## config.mk

```make
export PLATFORM = sky130hd
export DESIGN_NAME = lsu
export DESIGN_NICKNAME = d
export VERILOG_FILES = /design/src/rtl/lsu_pkg.sv /design/src/rtl/lsu_lane.sv /design/src/rtl/lsu.sv
export SDC_FILE = /design/constraint.sdc
export NUM_CORES = 1
export LEC_CHECK = 0
export BUFFER_PORTS_ARGS = -buffer_cell sky130_fd_sc_hd__buf_2
export CORE_ASPECT_RATIO = 1.4
export CORE_MARGIN = 2
export CORE_UTILIZATION = 30
export DETAILED_ROUTE_END_ITERATION = 10
export GPL_TIMING_DRIVEN = 0
export PLACE_DENSITY = 0.51
export SYNTH_ARGS = -nofsm -noshare
export SYNTH_HDL_FRONTEND = slang
export SYNTH_SLANG_ARGS = --single-unit
```

## constraint.sdc

```tcl
create_clock -name clk -period 1.74 [get_ports clk]
set_input_delay 0.087 -clock clk [delete_from_list [all_inputs] [get_ports clk]]
set_output_delay 0.087 -clock clk [all_outputs]
set_load 0.05 [all_outputs]
```

## src/rtl/lsu_pkg.sv

```systemverilog
// Shared encodings and helpers for the MEM-stage load/store unit.
// Op codes match the decoder's 3-bit access-type field.
package lsu_pkg;

  typedef enum logic [2:0] {
    OP_LW  = 3'd0,
    OP_LH  = 3'd1,
    OP_LHU = 3'd2,
    OP_LB  = 3'd3,
    OP_LBU = 3'd4,
    OP_SW  = 3'd5,
    OP_SH  = 3'd6,
    OP_SB  = 3'd7
  } lsu_op_e;

  typedef enum logic [2:0] {
    S_IDLE,
    S_LOAD,
    S_STORE,
    S_RMW_READ,
    S_RMW_WRITE
  } lsu_state_e;

  function automatic logic lsu_is_load(input logic [2:0] op);
    return (op == OP_LW) || (op == OP_LH) || (op == OP_LHU) ||
           (op == OP_LB) || (op == OP_LBU);
  endfunction

  function automatic logic lsu_misaligned(input logic [2:0] op, input logic [1:0] lo);
    case (op)
      OP_LW, OP_SW:         return lo != 2'b00;
      OP_LH, OP_LHU, OP_SH: return lo[0];
      default:              return 1'b0;
    endcase
  endfunction

endpackage

```

## src/rtl/lsu_lane.sv

```systemverilog
// Little-endian lane select/extend for loads and lane merge for sub-word stores.
// Purely combinational; shared by the LOAD and RMW_READ states.
module lsu_lane
  import lsu_pkg::*;
(
  input  logic [2:0]  i_op,
  input  logic [1:0]  i_addr_lo,
  input  logic [31:0] i_word_in,
  input  logic [31:0] i_store_data,
  output logic [31:0] o_load_ext,
  output logic [31:0] o_merged
);

  logic [7:0]  w_byte;
  logic [15:0] w_half;

  always_comb begin
    case (i_addr_lo)
      2'd0:    w_byte = i_word_in[7:0];
      2'd1:    w_byte = i_word_in[15:8];
      2'd2:    w_byte = i_word_in[23:16];
      default: w_byte = i_word_in[31:24];
    endcase
    w_half = i_addr_lo[1] ? i_word_in[31:16] : i_word_in[15:0];
  end

  always_comb begin
    // NOTE: both outputs get a default before the case so no path leaves them unassigned (no latch).
    o_load_ext = i_word_in;
    o_merged   = i_word_in;
    case (i_op)
      OP_LH:  o_load_ext = {{16{w_half[15]}}, w_half};
      OP_LHU: o_load_ext = {16'h0000, w_half};
      OP_LB:  o_load_ext = {{24{w_byte[7]}}, w_byte};
      OP_LBU: o_load_ext = {24'h000000, w_byte};
      OP_SH: begin
        if (i_addr_lo[1]) o_merged[31:16] = i_store_data[15:0];
        else              o_merged[15:0]  = i_store_data[15:0];
      end
      OP_SB: begin
        case (i_addr_lo)
          2'd0:    o_merged[7:0]   = i_store_data[7:0];
          2'd1:    o_merged[15:8]  = i_store_data[7:0];
          2'd2:    o_merged[23:16] = i_store_data[7:0];
          default: o_merged[31:24] = i_store_data[7:0];
        endcase
      end
      default: ;
    endcase
  end

endmodule

```

## src/rtl/lsu.sv

```systemverilog
// MEM-stage load/store unit: word-only memory initiator with read-modify-write
// for sub-word stores, load extension, address-error detection and stall.
module lsu
  import lsu_pkg::*;
#(
  parameter int MEM_WORDS = 3072
) (
  input  logic        clk,
  input  logic        reset,
  input  logic        i_req,
  input  logic [2:0]  i_op,
  input  logic [31:0] i_addr,
  input  logic [31:0] i_wdata,
  input  logic [31:0] i_pc,
  output logic        o_busy,
  output logic        o_done,
  output logic [31:0] o_rdata,
  output logic        o_exc_adel,
  output logic        o_exc_ades,
  output logic [31:0] o_mem_addr,
  output logic        o_mem_we,
  output logic [31:0] o_mem_wdata,
  output logic [31:0] o_mem_pc,
  input  logic [31:0] i_mem_rdata
);

  localparam logic [31:0] MEM_WORDS_U = 32'(MEM_WORDS);

  lsu_state_e  r_state, w_next_state;
  logic [2:0]  r_op;
  logic [31:0] r_addr, r_wdata, r_pc, r_merged, r_rdata;
  logic        r_done, r_adel, r_ades;
  logic        w_is_load, w_err, w_we;
  logic [31:0] w_load_ext, w_merged;

  assign w_is_load = lsu_is_load(i_op);
  assign w_err     = lsu_misaligned(i_op, i_addr[1:0]) ||
                     ({2'b00, i_addr[31:2]} >= MEM_WORDS_U);

  lsu_lane u_lane (
    .i_op         (r_op),
    .i_addr_lo    (r_addr[1:0]),
    .i_word_in    (i_mem_rdata),
    .i_store_data (r_wdata),
    .o_load_ext   (w_load_ext),
    .o_merged     (w_merged)
  );

  always_ff @(posedge clk) begin
    // NOTE: sequential state uses non-blocking assignments so every register samples pre-edge values.
    if (reset) r_state <= S_IDLE;
    else       r_state <= w_next_state;
  end

  always_comb begin
    w_next_state = r_state;
    w_we         = 1'b0;
    o_mem_addr   = 32'h0;
    o_mem_wdata  = 32'h0;
    o_mem_pc     = 32'h0;
    case (r_state)
      S_IDLE: begin
        if (i_req && !w_err) begin
          if (w_is_load)          w_next_state = S_LOAD;
          else if (i_op == OP_SW) w_next_state = S_STORE;
          else                    w_next_state = S_RMW_READ;
        end
      end
      S_LOAD: begin
        o_mem_addr   = {r_addr[31:2], 2'b00};
        o_mem_pc     = r_pc;
        w_next_state = S_IDLE;
      end
      S_STORE: begin
        o_mem_addr   = {r_addr[31:2], 2'b00};
        o_mem_pc     = r_pc;
        o_mem_wdata  = r_wdata;
        w_we         = 1'b1;
        w_next_state = S_IDLE;
      end
      S_RMW_READ: begin
        o_mem_addr   = {r_addr[31:2], 2'b00};
        o_mem_pc     = r_pc;
        w_next_state = S_RMW_WRITE;
      end
      S_RMW_WRITE: begin
        o_mem_addr   = {r_addr[31:2], 2'b00};
        o_mem_pc     = r_pc;
        o_mem_wdata  = r_merged;
        w_we         = 1'b1;
        w_next_state = S_IDLE;
      end
      default: w_next_state = S_IDLE;
    endcase
  end

  always_ff @(posedge clk) begin
    if (reset) begin
      r_op     <= OP_LW;
      r_addr   <= 32'h0;
      r_wdata  <= 32'h0;
      r_pc     <= 32'h0;
      r_merged <= 32'h0;
      r_rdata  <= 32'h0;
      r_done   <= 1'b0;
      r_adel   <= 1'b0;
      r_ades   <= 1'b0;
    end else begin
      r_done <= 1'b0;
      r_adel <= 1'b0;
      r_ades <= 1'b0;
      case (r_state)
        S_IDLE: begin
          if (i_req && w_err) begin
            r_adel <= w_is_load;
            r_ades <= !w_is_load;
          end else if (i_req) begin
            r_op    <= i_op;
            r_addr  <= i_addr;
            r_wdata <= i_wdata;
            r_pc    <= i_pc;
          end
        end
        S_LOAD: begin
          r_rdata <= w_load_ext;
          r_done  <= 1'b1;
        end
        S_RMW_READ:  r_merged <= w_merged;
        S_STORE,
        S_RMW_WRITE: r_done <= 1'b1;
        default: ;
      endcase
    end
  end

  // The write strobe is killed by reset in the same cycle, so a reset landing in RMW_WRITE drops the write.
  assign o_mem_we   = w_we && !reset;
  assign o_busy     = (r_state != S_IDLE);
  assign o_done     = r_done;
  assign o_rdata    = r_rdata;
  assign o_exc_adel = r_adel;
  assign o_exc_ades = r_ades;

endmodule
```

### Word level (Yosys, flattened, before mapping)

Index checks and enable logic that the tools add are counted.

* register bits: 169
* input port bits: 134
* word-level logic and storage cells: 76

* $lt $le $gt $ge: 1
* equal/unequal tests: 19
* muxes and demuxes: 20
* bitwise operators: 2
* reduce and logical (&&, ||, !) cells: 24

Operators with widths (number)
* one-hot mux 32 bit (2 select lines): 2
* one-hot mux 32 bit (4 select lines): 1
* two-way mux 32 bit: 2
* two-way mux 16 bit: 3
* two-way mux 8 bit: 4
* greater-or-equal comparator 30 x 12 -> 1 bit, second input constant: 1
* one-hot mux 8 bit (3 select lines): 1
* equality test 3 bit, second input constant: 7
* equality test 3 x 2 -> 1 bit, second input constant: 6
* OR reduction 3 bit: 4
* equality test 3 x 1 -> 1 bit, second input constant: 3
* logical NOT 3 bit: 2
* one-hot mux 3 bit (2 select lines): 1
* logical OR 1 bit: 5
* OR reduction 2 bit: 2
* OR reduction 4 bit: 1
* logical AND 1 bit: 3
* logical NOT 1 bit: 3
* two-way mux 1 bit: 3
* two-way mux 3 bit: 1
* AND reduction 3 bit: 1
* nonzero test 3 bit: 1
* equality test 2 x 1 -> 1 bit, second input constant: 1
* equality test 2 bit, second input constant: 1
* 6 further kinds: 7

### Depth between registers and ports, before layout

* depth after elaboration: 8
* mapped depth: 7
* gate-level depth less buffers: 4

### Hierarchy

A second synthesis with hierarchy kept.

* cell total of the unflattened synthesis: 1063
* area, all modules: 9290.2 um2

By module, submodules not included
* lsu: times used 1, cells each 825, area each 7467.2 um2, sequential area each 3383.2 um2
* lsu_lane: times used 1, cells each 238, area each 1823.0 um2, sequential area each 0.0 um2

### Worst setup path before layout

No wires, ideal clock.

* path type: reg-to-output
* start: reg r_state[0]
* end: out o_mem_we
* arrival: 1822 ps
* path slack: -169 ps
* stages on the path, launching flop included: 7
* path buffers: 2
* cells stage by stage: dfxtp_1 nor2_1 and2_1 clkbuf_1 clkbuf_1 nor2_1 nor2_1

* word-level cells in the longest chain between the ends: 4
* elaborated cells on any way between the ends: 5
* those cells by class: 2 x eq/ne; 1 x mux; 2 x reduce/logical

RTL lines
* start, declared: line lsu.sv:29 `lsu_state_e r_state, w_next_state;`
* start signal, assigned: line lsu.sv:52 `else r_state <= w_next_state;`
* equality test 3 bit / equality test 3 x 2 -> 1 bit (equally long branches): line lsu.sv:61 `case (r_state)`
* OR reduction 2 bit (no source line) *
* two-way mux 1 bit *: line lsu.sv:61
* logical AND 1 bit *: line lsu.sv:137 `assign o_mem_we = w_we && !reset;`
* end, declared: line lsu.sv:21 `output logic o_mem_we,`

Mark *: on every way between the ends. The rest lies on a longest branch, timed or not.

### Worst setup path in the final report

* start: reg r_state[1]
* end: out o_mem_wdata[12]

* word-level cells in the longest chain between the ends: 2
* elaborated cells on any way between the ends: 3
* those cells by class: 2 x eq/ne; 1 x mux

RTL lines
* equality test 3 bit / equality test 3 x 2 -> 1 bit (equally long branches): line lsu.sv:61
* one-hot mux 32 bit (2 select lines) *: line lsu.sv:61
* end, declared: line lsu.sv:22 `output logic [31:0] o_mem_wdata,`

Marked as above.

==> results.ini <==
[synth]
syn_area_per_cell_um2 = 9.13
synth_edf_count = 0
synth.area.top_cells = dfxtp_1, nand2b_1, mux2i_1
yosysMostFrequentCell = nand2b_1
yosysTopAreaCell = dfxtp_1
synth-main-ff-cell = dfxtp_1
yosys.area_share.simple_pct = 28.3
yosys_register_bits = 169
synth_area_um2 = 8990
synth_fa_ha_area_share_pct = 0
synth_common_cells = nand2b_1, dfxtp_1, mux2i_1
synth_top_family_by_area = simple AND/OR/NAND/NOR gates
yosysTopAreaCellShare_pct = 37.6
async_flop_share_pct = 0
synth_cell_types = 55
synthCells = 985
synthMuxAreaShare_pct = 13.7
synth-seq-area-share_pct = 37.6
synth_compound_area_share_pct = 14.2
yosys_warnings = 0
synth_xor_xnor_area_share_pct = 0.793

[run]
drv_cap = 0

[placed_design]
hpwl_um = 24900
port_buffers = 263
routabilityCongestion = 0.910
place_area_um2 = 10800
dp.cells = 1634

[cts]
cts.sinks = 169
cts_root_buf = clkbuf_16
clk_latency_ns = 0.44
cts_tree = done
cts_htree_levels = 4
cts_buffer_depth = 2
numCtsBuffers = 17
clkTransAtPathRegs_ns = 0.07

[critical_path]
endpoint_kind = output port
required_ns = 1.65
reg2reg_to = r_pc[6]$_SDFFE_PP0P_
worstSetupPathType = reg -> out
r2r-start = r_state[1]$_SDFFE_PP0P_
worstPathMaxFanout = 10
reg2reg_depth = 8
arrival_ns = 1.80
setup.worst_path.start_class = flop
r2r_slack_ns = -0.11

[global_route]
grt.total_usage_pct = 21.8
grt-ovfl-total = 0
grt_pass1_vias = 9016
grt_max_degree = 17
antenna_found_initial = 0
grt_pass1_wl_um = 52100

[pwr]
p_total_mw = 8.60
p_leak_nw = 5.87
powerDensity_nw_per_um2 = 586
ir_worst_vdd_uv = 650

[final_layout]
fin_nets = 1555
area_delta_synth_final_pct = 63.3
final_core_util_pct = 49.4
fin_area_um2 = 14700
layout-drive-gt1-share_pct = 37.2
instances_no_fill = 1820

[status]
violations = setup timing
status = finished, violations left

[sta]
rsz0062_at_grt = yes
fin_crit_sh_pct = 108
totalNegativeSetupSlack_ns = -15.65
fmax_mhz = 530
setup_slack_ns = -0.147
relSlewSlack_pct = 49.1
finClkSkew_ns = 0.0106
post-route-min-period_ns = 1.89
worst_pin_slew_ns = 0.764
finalSetupViolCount = 201
hold_viol = 0
finalMaxSlewViolations = 0

[min_path]
hold_path_class = in -> reg
holdPathEnd = r_merged[7]$_SDFFE_PP0P_
worstHoldPathCells = 3
min_from = i_mem_rdata[7]

[detailed_routing]
first_iter_violations = 399
wirelength_met1_um = 13900
num_vias = 8933
wl_met2_um = 18400
drtAntennaViolNets = 0
drt-total-wl_um = 35100
highest_layer = met4
vias_per_cell = 4.91
drc = 0
wl_per_cell_um = 19.3
dr_wl_met3_um = 1810
drt_first_pass_iters = 7

[floorplan]
die_h_um = 209
start_util_pct = 30.2
coreArea_um2 = 29700
die_w_um = 150
pin_count = 267
std_cell_rows = 75
fp.dieArea_um2 = 31400

[state kept, by name, indices dropped and copies added, names as in the netlist]
| signal | flops |
|---|---|
| o_rdata | 32 |
| r_addr | 32 |
| r_merged | 32 |
| r_pc | 32 |
| r_wdata | 32 |
| r_op | 3 |
| r_state | 3 |
| o_done | 1 |
| o_exc_adel | 1 |
| o_exc_ades | 1 |
[cells in the final DEF, fill, tap and decap left out, types with 36 or more instances in the layout]
cell / instances
nand2b_1: 180
buf_2: 173
dfxtp_1: 164
dlygate4sd3_1: 107
mux2i_1: 95
nor2_1: 75
buf_8: 64
buf_6: 60
and2_4: 52
a22o_1: 39
nand2_1: 36
[metal layers]
metal | vias to the layer above | global-route usage, %
li1 | 4328 | -
met1 | 4227 | 25.4
met2 | 314 | 38.9
met3 | 64 | 4.19
met4 | 0 | 8.36
met5 | - | 0
[cell families after synthesis]
family / Yosys count
mux: 112
flops: 169
xor+xnor: 6
simple gates: 437
other cells: 1
compound gates: 168
buf+inv: 92
[cell type report]
type	instances	area, um2
inverters	2	7.51
clock buffers	19	453
plain buffers	88	790
diodes	1	2.50
multi-input cells	725	5560
well taps	385	482
fillers	2822	15100
flip-flops and latches	169	3390
clock inverters	13	143
repair buffers	418	3850
[worst max-delay path, cell delays in order, from the launching register on]
cell     delay, ns
dfxtp_4       0.38
nor2_4        0.19
and2_4        0.28
buf_8         0.16
a22o_1        0.18
buf_6         0.17
[where the power goes]
group          leakage [nW]  total, mW  internal, mW  switching, mW
sequential             1.36       3.86          3.86       0.000449
combinational          4.21      0.812         0.429          0.382
clock                 0.291       3.93          2.21           1.72
total                  5.87       8.60          6.50           2.10
[stage by stage]
stage	worst slack, ns	hold slack [ns]
after floorplan	0.0418	0.229
after global routing	-0.209	0.0194
final	-0.147	0.0271
after CTS	-0.178	0.000786
after global placement	-0.708	0.351
after detailed placement	-0.767	0.355
[timing repair]
item	4_1_cts	5_1_grt
setup endpoints to repair	252	256
setup buffers	24	13
hold endpoints to repair	110	0
gates cloned	5	7
hold buffers	107	0
resized for setup	346	142
pin swaps	20	20
[worst max path at each step]
stage,start,end,slack [ns],cells after the start
after floorplan,r_state[0]$_SDFFE_PP0P_,o_mem_we,0.04,6
final,r_state[1]$_SDFFE_PP0P_,o_mem_wdata[12],-0.15,5
after global routing,r_state[1]$_SDFFE_PP0P_,o_mem_wdata[12],-0.21,5
after global placement,r_state[0]$_SDFFE_PP0P_,o_mem_pc[29],-0.71,5
after CTS,r_state[2]$_SDFFE_PP0P_,o_mem_wdata[22],-0.18,7
after detailed placement,r_state[0]$_SDFFE_PP0P_,o_mem_pc[22],-0.77,5
(Power assumes the default switching activity.)
